`config.mk`:
```
export PLATFORM = sky130hd
export DESIGN_NAME = radix2_dit_sdf_stage_flat
export DESIGN_NICKNAME = d
export VERILOG_FILES = /design/src/rtl/fft_pkg.sv /design/src/rtl/radix2_dit_sdf_stage_if.sv /design/src/rtl/sdf_delay_line.sv /design/src/rtl/radix2_dit_sdf_stage.sv /design/src/flat_wrapper.sv
export SDC_FILE = /design/constraint.sdc
export NUM_CORES = 2
export LEC_CHECK = 0
export CORE_ASPECT_RATIO = 1.2
export CORE_UTILIZATION = 45
export DETAILED_ROUTE_END_ITERATION = 7
export SLEW_MARGIN = 5
export SYNTH_ARGS = -nofsm -noshare
export SYNTH_HDL_FRONTEND = slang
export SYNTH_SLANG_ARGS = --single-unit
```
`constraint.sdc`:
```
create_clock -name clk -period 7.3 [get_ports clk]
set_clock_uncertainty 0.2 [all_clocks]
set_input_delay 1.46 -clock clk [delete_from_list [all_inputs] [get_ports clk]]
set_output_delay 1.46 -clock clk [all_outputs]
set_load 0.005 [all_outputs]
```
`src/rtl/fft_pkg.sv`:
```
// Shared types for the streaming radix-2 FFT stages: complex sample, twiddle
// pair, phase encoding and tw_addr width helper.
package fft_pkg;

  localparam int BIT_WIDTH      = 16;
  localparam int WORD_LENGTH_TW = 8;
  // Unity twiddle magnitude; sin/cos words are scaled by this value.
  localparam int TW_ONE         = 1 << (WORD_LENGTH_TW - 2);

  typedef struct packed {
    logic signed [BIT_WIDTH-1:0] re;
    logic signed [BIT_WIDTH-1:0] im;
  } cplx_t;

  typedef struct packed {
    logic signed [WORD_LENGTH_TW-1:0] cos_w;
    logic signed [WORD_LENGTH_TW-1:0] sin_w;
  } twiddle_t;

  typedef enum logic {
    FILL = 1'b0,
    BFLY = 1'b1
  } phase_e;

  function automatic int addr_width(input int delay);
    return (delay > 1) ? $clog2(delay) : 1;
  endfunction

endpackage

```
`src/rtl/radix2_dit_sdf_stage_if.sv`:
```
// Stream, twiddle-ROM and debug signals of one radix-2 DIT SDF stage.
// Optional rounding (RADIX2_DIT_ROUND_EN) does not change this bundle.
interface radix2_dit_sdf_stage_if #(
  parameter int bit_width      = 16,
  parameter int word_length_tw = 8,
  parameter int DELAY          = 8
);
  import fft_pkg::*;

  localparam int AW = fft_pkg::addr_width(DELAY);

  // Handshake: in_valid qualifies Re_in/Im_in/inverse for one cycle and the
  // stage always accepts (there is no ready). out_valid qualifies
  // Re_out/Im_out for exactly one cycle; the consumer cannot stall it.
  logic                             in_valid;
  logic signed [bit_width-1:0]      Re_in;
  logic signed [bit_width-1:0]      Im_in;
  logic                             inverse;
  logic [AW-1:0]                    tw_addr;
  logic signed [word_length_tw-1:0] sin_data;
  logic signed [word_length_tw-1:0] cos_data;
  logic                             out_valid;
  logic signed [bit_width-1:0]      Re_out;
  logic signed [bit_width-1:0]      Im_out;
  phase_e                           phase;

  modport master (
    output in_valid, Re_in, Im_in, inverse, sin_data, cos_data,
    input  tw_addr, out_valid, Re_out, Im_out, phase
  );

  modport slave (
    input  in_valid, Re_in, Im_in, inverse, sin_data, cos_data,
    output tw_addr, out_valid, Re_out, Im_out, phase
  );

endinterface

```
`src/rtl/sdf_delay_line.sv`:
```
// DEPTH-deep shift register holding packed complex samples; one enable both
// pushes din at the tail and advances the head. Contents are never reset.
module sdf_delay_line #(
  parameter int WIDTH = 32,
  parameter int DEPTH = 8
) (
  input  logic             clk,
  input  logic             en,
  input  logic [WIDTH-1:0] din,
  output logic [WIDTH-1:0] dout
);

  logic [WIDTH-1:0] line_q [DEPTH];
  logic [WIDTH-1:0] line_d [DEPTH];

  always_comb begin
    line_d = line_q;
    if (en) begin
      line_d[0] = din;
      for (int i = 1; i < DEPTH; i++) begin
        line_d[i] = line_q[i-1];
      end
    end
  end

  always_ff @(posedge clk) begin
    line_q <= line_d;
  end

  assign dout = line_q[DEPTH-1];

endmodule

```
`src/rtl/radix2_dit_sdf_stage.sv`:
```
// Radix-2 DIT single-path delay-feedback stage: twiddle applied to the lower
// input before add/subtract. Macro RADIX2_DIT_ROUND_EN enables round-half-up.
module radix2_dit_sdf_stage #(
  parameter int bit_width      = 16,
  parameter int word_length_tw = 8,
  parameter int DELAY          = 8
) (
  input  logic                   clk,
  input  logic                   rst_n,
  radix2_dit_sdf_stage_if.slave  bus
);
  import fft_pkg::*;

  localparam int AW = fft_pkg::addr_width(DELAY);
  localparam int CW = $clog2(2 * DELAY);
  localparam int PW = bit_width + word_length_tw + 1;
  localparam int SH = word_length_tw - 2;
  localparam int DW = 2 * bit_width;

`ifdef RADIX2_DIT_ROUND_EN
  localparam logic signed [PW-1:0] RND = PW'(1) <<< (word_length_tw - 3);
`else
  localparam logic signed [PW-1:0] RND = '0;
`endif

  logic [CW-1:0]               cnt_q, cnt_d;
  logic                        primed_q, primed_d;
  logic                        out_valid_q, out_valid_d;
  logic signed [bit_width-1:0] re_out_q, re_out_d;
  logic signed [bit_width-1:0] im_out_q, im_out_d;

  logic [DW-1:0]               line_din;
  logic [DW-1:0]               line_dout;
  phase_e                      phase;

  logic signed [PW-1:0]        a_re, a_im, b_re, b_im;
  logic signed [PW-1:0]        cos_x, sin_x, s_x;
  logic signed [PW-1:0]        sum_re, sum_im, t_re, t_im;
  logic signed [bit_width-1:0] top_re, top_im, bot_re, bot_im;

  // 2*DELAY is a power of two, so the counter MSB marks the butterfly half.
  assign phase = (cnt_q >= CW'(DELAY)) ? BFLY : FILL;

  generate
    if (DELAY > 1) begin : g_addr
      // In BFLY the low bits of cnt equal cnt-DELAY.
      assign bus.tw_addr = (phase == BFLY) ? cnt_q[AW-1:0] : '0;
    end else begin : g_addr_tie
      assign bus.tw_addr = '0;
    end
  endgenerate

  sdf_delay_line #(
    .WIDTH (DW),
    .DEPTH (DELAY)
  ) u_line (
    .clk  (clk),
    .en   (bus.in_valid),
    .din  (line_din),
    .dout (line_dout)
  );

  // Complex twiddle multiply on the lower input, then the butterfly sums.
  always_comb begin
    a_re   = PW'($signed(line_dout[DW-1:bit_width]));
    a_im   = PW'($signed(line_dout[bit_width-1:0]));
    b_re   = PW'(bus.Re_in);
    b_im   = PW'(bus.Im_in);
    cos_x  = PW'(bus.cos_data);
    sin_x  = PW'(bus.sin_data);
    s_x    = bus.inverse ? -sin_x : sin_x;
    sum_re = b_re * cos_x - b_im * s_x + RND;
    sum_im = b_im * cos_x + b_re * s_x + RND;
    t_re   = sum_re >>> SH;
    t_im   = sum_im >>> SH;
    top_re = bit_width'(a_re + t_re);
    top_im = bit_width'(a_im + t_im);
    bot_re = bit_width'(a_re - t_re);
    bot_im = bit_width'(a_im - t_im);
  end

  always_comb begin
    cnt_d       = cnt_q;
    primed_d    = primed_q;
    out_valid_d = 1'b0;
    re_out_d    = re_out_q;
    im_out_d    = im_out_q;
    line_din    = {bus.Re_in, bus.Im_in};
    if (bus.in_valid) begin
      // Natural CW-bit wrap gives 2*DELAY-1 -> 0 without a bubble.
      cnt_d = cnt_q + 1'b1;
      if (phase == FILL) begin
        re_out_d    = line_dout[DW-1:bit_width];
        im_out_d    = line_dout[bit_width-1:0];
        out_valid_d = primed_q;
      end else begin
        re_out_d    = top_re;
        im_out_d    = top_im;
        out_valid_d = 1'b1;
        primed_d    = 1'b1;
        line_din    = {bot_re, bot_im};
      end
    end
  end

  always_ff @(posedge clk or negedge rst_n) begin
    if (!rst_n) begin
      cnt_q       <= '0;
      primed_q    <= 1'b0;
      out_valid_q <= 1'b0;
      re_out_q    <= '0;
      im_out_q    <= '0;
    end else begin
      cnt_q       <= cnt_d;
      primed_q    <= primed_d;
      out_valid_q <= out_valid_d;
      re_out_q    <= re_out_d;
      im_out_q    <= im_out_d;
    end
  end

  assign bus.out_valid = out_valid_q;
  assign bus.Re_out    = re_out_q;
  assign bus.Im_out    = im_out_q;
  assign bus.phase     = phase;

endmodule

```
`src/flat_wrapper.sv`:
```
// flat-port wrapper written by rule: the top's interface ports become plain ports
module radix2_dit_sdf_stage_flat import fft_pkg::*;
#(
  parameter int bit_width      = 16,
  parameter int word_length_tw = 8,
  parameter int DELAY          = 8
)
  (clk, rst_n, bus_in_valid, bus_Re_in, bus_Im_in, bus_inverse, bus_sin_data, bus_cos_data, bus_tw_addr, bus_out_valid, bus_Re_out, bus_Im_out, bus_phase);
  radix2_dit_sdf_stage_if #(.bit_width(bit_width), .word_length_tw(word_length_tw), .DELAY(DELAY)) bus_i ();
  input  logic clk;
  input  logic rst_n;
  input wire logic [$bits(bus_i.in_valid)-1:0] bus_in_valid;
  input wire logic [$bits(bus_i.Re_in)-1:0] bus_Re_in;
  input wire logic [$bits(bus_i.Im_in)-1:0] bus_Im_in;
  input wire logic [$bits(bus_i.inverse)-1:0] bus_inverse;
  input wire logic [$bits(bus_i.sin_data)-1:0] bus_sin_data;
  input wire logic [$bits(bus_i.cos_data)-1:0] bus_cos_data;
  output wire logic [$bits(bus_i.tw_addr)-1:0] bus_tw_addr;
  output wire logic [$bits(bus_i.out_valid)-1:0] bus_out_valid;
  output wire logic [$bits(bus_i.Re_out)-1:0] bus_Re_out;
  output wire logic [$bits(bus_i.Im_out)-1:0] bus_Im_out;
  output wire logic [$bits(bus_i.phase)-1:0] bus_phase;
  assign bus_i.in_valid = bus_in_valid;
  assign bus_i.Re_in = bus_Re_in;
  assign bus_i.Im_in = bus_Im_in;
  assign bus_i.inverse = bus_inverse;
  assign bus_i.sin_data = bus_sin_data;
  assign bus_i.cos_data = bus_cos_data;
  assign bus_tw_addr = bus_i.tw_addr;
  assign bus_out_valid = bus_i.out_valid;
  assign bus_Re_out = bus_i.Re_out;
  assign bus_Im_out = bus_i.Im_out;
  assign bus_phase = bus_i.phase;
  radix2_dit_sdf_stage #(.bit_width(bit_width), .word_length_tw(word_length_tw), .DELAY(DELAY)) u_core (.clk(clk), .rst_n(rst_n), .bus(bus_i));
endmodule
```
Word-level counts from Yosys, hierarchy flattened
Cells that the tools add are included.
{ "op_classes": {"addsub": 8, "n_mul": 4, "magnitude_cmp": 1, "n_mux": 8} }
{ "op_table": {"columns": ["cell", "count"], "rows": [
  ["multiplier 16 x 25 -> 22 bit", 2],
  ["multiplier 16 x 8 -> 22 bit", 2],
  ["adder 16 bit", 2],
  ["two-way mux 16 bit", 2],
  ["two-way mux 32 bit", 1],
  ["subtractor 16 bit", 2],
  ["two-way mux 25 bit", 1],
  ["negator 8 -> 25 bit", 1],
  ["adder 22 bit", 1],
  ["subtractor 22 bit", 1],
  ["adder 4 x 1 -> 4 bit (second input constant)", 1],
  [">= comparator 4 bit (second input constant)", 1],
  ["two-way mux 1 bit", 3],
  ["two-way mux 3 bit", 1]
]} }
{ "word_totals": {"out_inout_bits": 37, "reg_bits": 294, "word_cells": 34, "inputBits": 52} }

Longest topological paths before layout
{ "depth": {"word_depth": 6, "mapped_depth": 42, "ltp_nobuf": 40} }

Modules after synthesis
Synthesis repeated with hierarchy kept, for this count alone.
{ "unflattened": {"hier_cells": 3392, "area_unflattened_um2": 34842.2} }
{ "modules_own_cells": {"columns": ["module", "instances", "seq_area_each_um2", "cells_per_inst", "area_each_um2"], "rows": [
  ["radix2_dit_sdf_stage", 1, 950.9, 3104, 26914.6],
  ["sdf_delay_line", 1, 7687.4, 288, 7927.6]
]} }

Least setup slack after synthesis
Ideal clock, no wire load.
{ "synth_path": {"path_type": "input-to-reg", "start": "in bus_sin_data[0]", "end": "reg u_core.u_line.line_q[255] (netlist name), data pin", "t_arrival_ps": 10060, "path_slack_ps": -3230, "path_stages": 39, "t_required_ps": 6829, "setup_ps": 271, "path_cell_list": "clkbuf_1 -> inv_1 -> ha_1 -> or4b_1 -> nor3_1 -> nand2_1 -> ha_1 -> a21oi_1 -> clkbuf_1 -> nand2_1 -> fa_1 -> fa_1 -> inv_1 -> fa_1 -> fa_1 -> inv_1 -> fa_1 -> fa_1 -> (+3 left out) -> ha_1 -> o21a_1 -> nor2_1 -> nor2_1 -> and2_1 -> nor2_1 -> xnor2_1 -> inv_1 -> ha_1 -> or3_1 -> a221oi_1 -> nor2_1 -> a311oi_1 -> a21oi_1 -> a221oi_1 -> o31ai_1 -> xor2_1 -> a21oi_1"} }
{ "synth_via": {"elab_chain_len": 6} }
{ "synth_rtl": {"columns": ["element", "line_no", "source"], "rows": [
  ["from (decl)", "flat_wrapper.sv:16", "input wire logic [$bits(bus_i.sin_data)-1:0] bus_sin_data;"],
  ["negator 8 -> 25 bit", "radix2_dit_sdf_stage.sv:71", "s_x = bus.inverse ? -sin_x : sin_x;"],
  ["two-way mux 25 bit (*)", "radix2_dit_sdf_stage.sv:71", null],
  ["multiplier 16 x 25 -> 22 bit (*)", "radix2_dit_sdf_stage.sv:72", "sum_re = b_re * cos_x - b_im * s_x + RND;"],
  ["subtractor 22 bit (*)", "radix2_dit_sdf_stage.sv:72", null],
  ["subtractor 16 bit (*)", "radix2_dit_sdf_stage.sv:78", "bot_re = bit_width'(a_re - t_re);"],
  ["two-way mux 32 bit (*)", "radix2_dit_sdf_stage.sv:92", "if (phase == FILL) begin"],
  ["named net u_core.line_din[31]", "radix2_dit_sdf_stage.sv:32", "logic [DW-1:0] line_din;"],
  ["to (signal assigned)", "sdf_delay_line.sv:27", "line_q <= line_d;"],
  ["to (decl)", "sdf_delay_line.sv:13", "logic [WIDTH-1:0] line_q [DEPTH];"]
]} }
The timed path passes the listed nets; every way through them passes the cells marked *.
A chain may end at the register's enable or synchronous reset.

Final worst setup path
{ "layout_path": {"start": "in bus_sin_data[1]", "end": "reg u_core.u_line.line_q[254] (netlist name), data pin"} }
The elaborated chain is that of the path after synthesis.

==> flow_summary.ini <==
[global_route]
first_global_vias = 26060
globalRouteOverflowTotal = 0
grt_max_degree = 168
grt_use_total = 0.2443
antenna_found_initial = 3
grt_pass1_wl_mm = 147.3

[run]
cap_violations = 0

[synth]
synthArstFlopShare = 0.1293
synthDistinctLibCells = 67
syn-num-nets = 4267
ys_seq_area_frac = 0.2485
ys_ff_latch = 294
ys.flop_type = edfxtp_1
syn_avg_cell_area_um2 = 10.28
yosysWarnings = 0
synth_cells = 3380
synth_edf_count = 256
synthesis.area_mm2 = 0.03476

[setup_path]
crit_top_cell = fa_1
cp_slowest_cell = fa_2
crit_fanout = 6
critPathCaptureType = register
rr_worst_depth = 14
timing.rr.start = u_core.u_line.dout[16]
cp.required_ns = 7.52
crit_type = in2reg
r2r_slack_ns = 4.03
slowest_delay_ns = 0.59
startpoint_type = input pin
rr_endpoint = u_core.u_line.line_q[254]
arrival_ns = 9.87

[floorplan]
die_x_um = 255.7
std_cell_rows = 111
initial_core_util = 0.4550
io_pins = 89
die_h_um = 306.4
dieArea_mm2 = 0.07835
core_mm2 = 0.07639

[sta]
slew_headroom = 0.3954
rsz0062_at_grt = yes
hold_slack_ns = 0.1966
finalMaxSlewViolations = 0
final-hold-violation-count = 0
setup_violations = 61
tightestPinTransition_ns = 0.9069
min_period_over_period = 1.322
finalWorstSetupSlack_ns = -2.349
fin_crit_ns = 9.649
clock.fmax_ghz = 0.1036
fin_tns_setup_ns = -96.00

[cells_and_area]
area.sequential_mm2 = 0.008642
syn_to_final_growth_pct = 28.11
multiInputGateArea_mm2 = 0.02520
diodes = 0
layout.nets = 4738
fillers = 6430
final_util = 0.5829
layout-drive-gt1-share = 0.2479
fin_area_mm2 = 0.04452

[routing]
wl_per_cell_um = 18.95
vias = 24180
met3_length_mm = 3.449
route.top_layer_used = met5
viasPerCell = 4.945
drtIter0Drc = 1272
drt_wl_total_mm = 92.69
wl_met1_mm = 39.12
firstDrtPassIters = 5
antenna_left = 0
drc = 0
met2RoutedLength_mm = 47.69

[clocking]
htreeDepth = 1
cts_buffers = 28
insertion_delay_ns = 0.59
root_buffer = clkbuf_16
clkSinkCount = 294
clk_pin_slew_ns = 0.09
cts_tree = yes
clock_path_buffers = 3

[hold_path]
min-delay-start = u_core.u_line.line_q[244]
hp-class = reg2reg
hold_depth = 0
hold_path_end = u_core.u_line.line_q[212]

[placement]
place_area_mm2 = 0.04064
port_buffers = 88
place.gp.congestion = 0.9302
dp_hpwl_mm = 72.84

[outcome]
violations = setup timing
status = finished with violations
critical path, delay by kind of cell:
| family | cells | cell delay [ns] |
|---|---|---|
| xor gates and xnor gates | 1 | 0.17 |
| and+or+nand+nor | 6 | 1.34 |
| buffers and inverters | 11 | 0.94 |
| AOI/OAI and AO/OA | 9 | 1.51 |
| adders and majority gates | 11 | 4.41 |
cells in the final DEF (no fill, tap or decap), drive strengths merged, types with 21 or more instances in the layout:
master         instances
dfrtp                 38
clkdlybuf4s50         76
nand2                332
nor2                 112
xnor2                145
inv                  781
ha                   246
and3                  34
clkbuf                31
buf                  526
and2                 263
nor2b                 58
a21oi                 99
fa                   589
xor2                  30
o21ai                 25
mux2i                 24
a21o                  21
edfxtp               256
metrics by stage:
step / instances / setup slack [ns]
3_5_place_dp: 4783 / -3.519
5_1_grt: 4890 / -2.614
3_3_place_gp: 4783 / -3.404
4_1_cts: 4867 / -2.130
6_report: 4890 / -2.349
2_1_floorplan: 3380 / -2.664
layout make-up:
cell class / count / area share
clock buffer: 30 / 0.01661
clock inverter: 22 / 0.006210
inverter: 778 / 0.06621
multi-input combinational: 2142 / 0.5659
sequential: 294 / 0.1941
tap: 1017 / 0.02858
timing repair buffer: 607 / 0.1224
how the worst max path moves through the flow:
stage,from,to,slack [ns],depth (start not counted)
2_1_floorplan,bus_sin_data[0],u_core.u_line.line_q[255],-2.66,38
3_3_place_gp,bus_sin_data[0],u_core.u_line.line_q[239],-3.40,37
3_5_place_dp,bus_sin_data[0],u_core.bus.Im_out[14],-3.52,38
4_1_cts,bus_sin_data[1],u_core.u_line.line_q[255],-2.13,38
5_1_grt,bus_sin_data[1],u_core.u_line.line_q[255],-2.61,41
6_report,bus_sin_data[1],u_core.u_line.line_q[254],-2.35,38
sequential cells by signal, summed over array words and instances, names as in the netlist:
signal                cells
u_core.bus.out_valid      1
u_core.u_line.dout       32
u_core.primed_q           1
u_core.cnt_q              4
u_core.u_line.line_q    224
u_core.bus.Re_out        16
u_core.bus.Im_out        16
what timing repair did:
action / CTS / global route
setup buffers: 41 / 41
hold buffers: 0 / 0
endpoints found under the setup margin: 64 / 62
resized for setup: 329 / 202
pin swaps: 180 / 203
metal layers:
layer  global-route usage  vias up
met3              0.01678      113
met1               0.3249    12420
met2               0.4352      498
met5                    0        -
met4              0.05807        6
li1                     -    11140
Yosys cell counts, types with 4 or more instances:
cell type	instances	area, um2
o21ai_1	5	25.02
dfrtp_1	38	950.9
nor3_1	14	70.07
nand4_1	4	25.02
a21o_1	21	157.7
or3_1	5	31.28
nand3_1	14	70.07
o21ai_0	20	100.1
and3_1	34	212.7
nand2_1	332	1246
and2_1	263	1645
edfxtp_1	256	7687
fa_1	589	11790
nor2_1	112	420.4
a311oi_1	5	43.79
xnor2_1	145	1270
o31ai_1	9	67.56
clkbuf_1	157	589.3
mux2_2	11	123.9
a21oi_1	98	490.5
xor2_1	30	262.8
nor2b_1	58	362.9
mux2i_1	24	240.2
nand2b_1	17	106.4
buf_1	8	30.03
or2_2	5	31.28
ha_1	246	3078
a211oi_1	4	30.03
inv_1	778	2920
o21a_1	11	82.58
o21bai_1	12	90.09
cell families after synthesis:
family / Yosys count / synth area share
buffers and inverters: 944 / 0.1020
adder cells (fa/ha/maj): 835 / 0.4278
multiplexers: 35 / 0.01048
flip-flops: 294 / 0.2485
AO/OA/AOI/OAI: 222 / 0.04072
AND/OR/NAND/NOR: 873 / 0.1250
XOR/XNOR: 177 / 0.04543
Power is left out: the tool's default activity adds up to more than one toggle a clock period on the data nets, which glitch-free logic cannot reach.
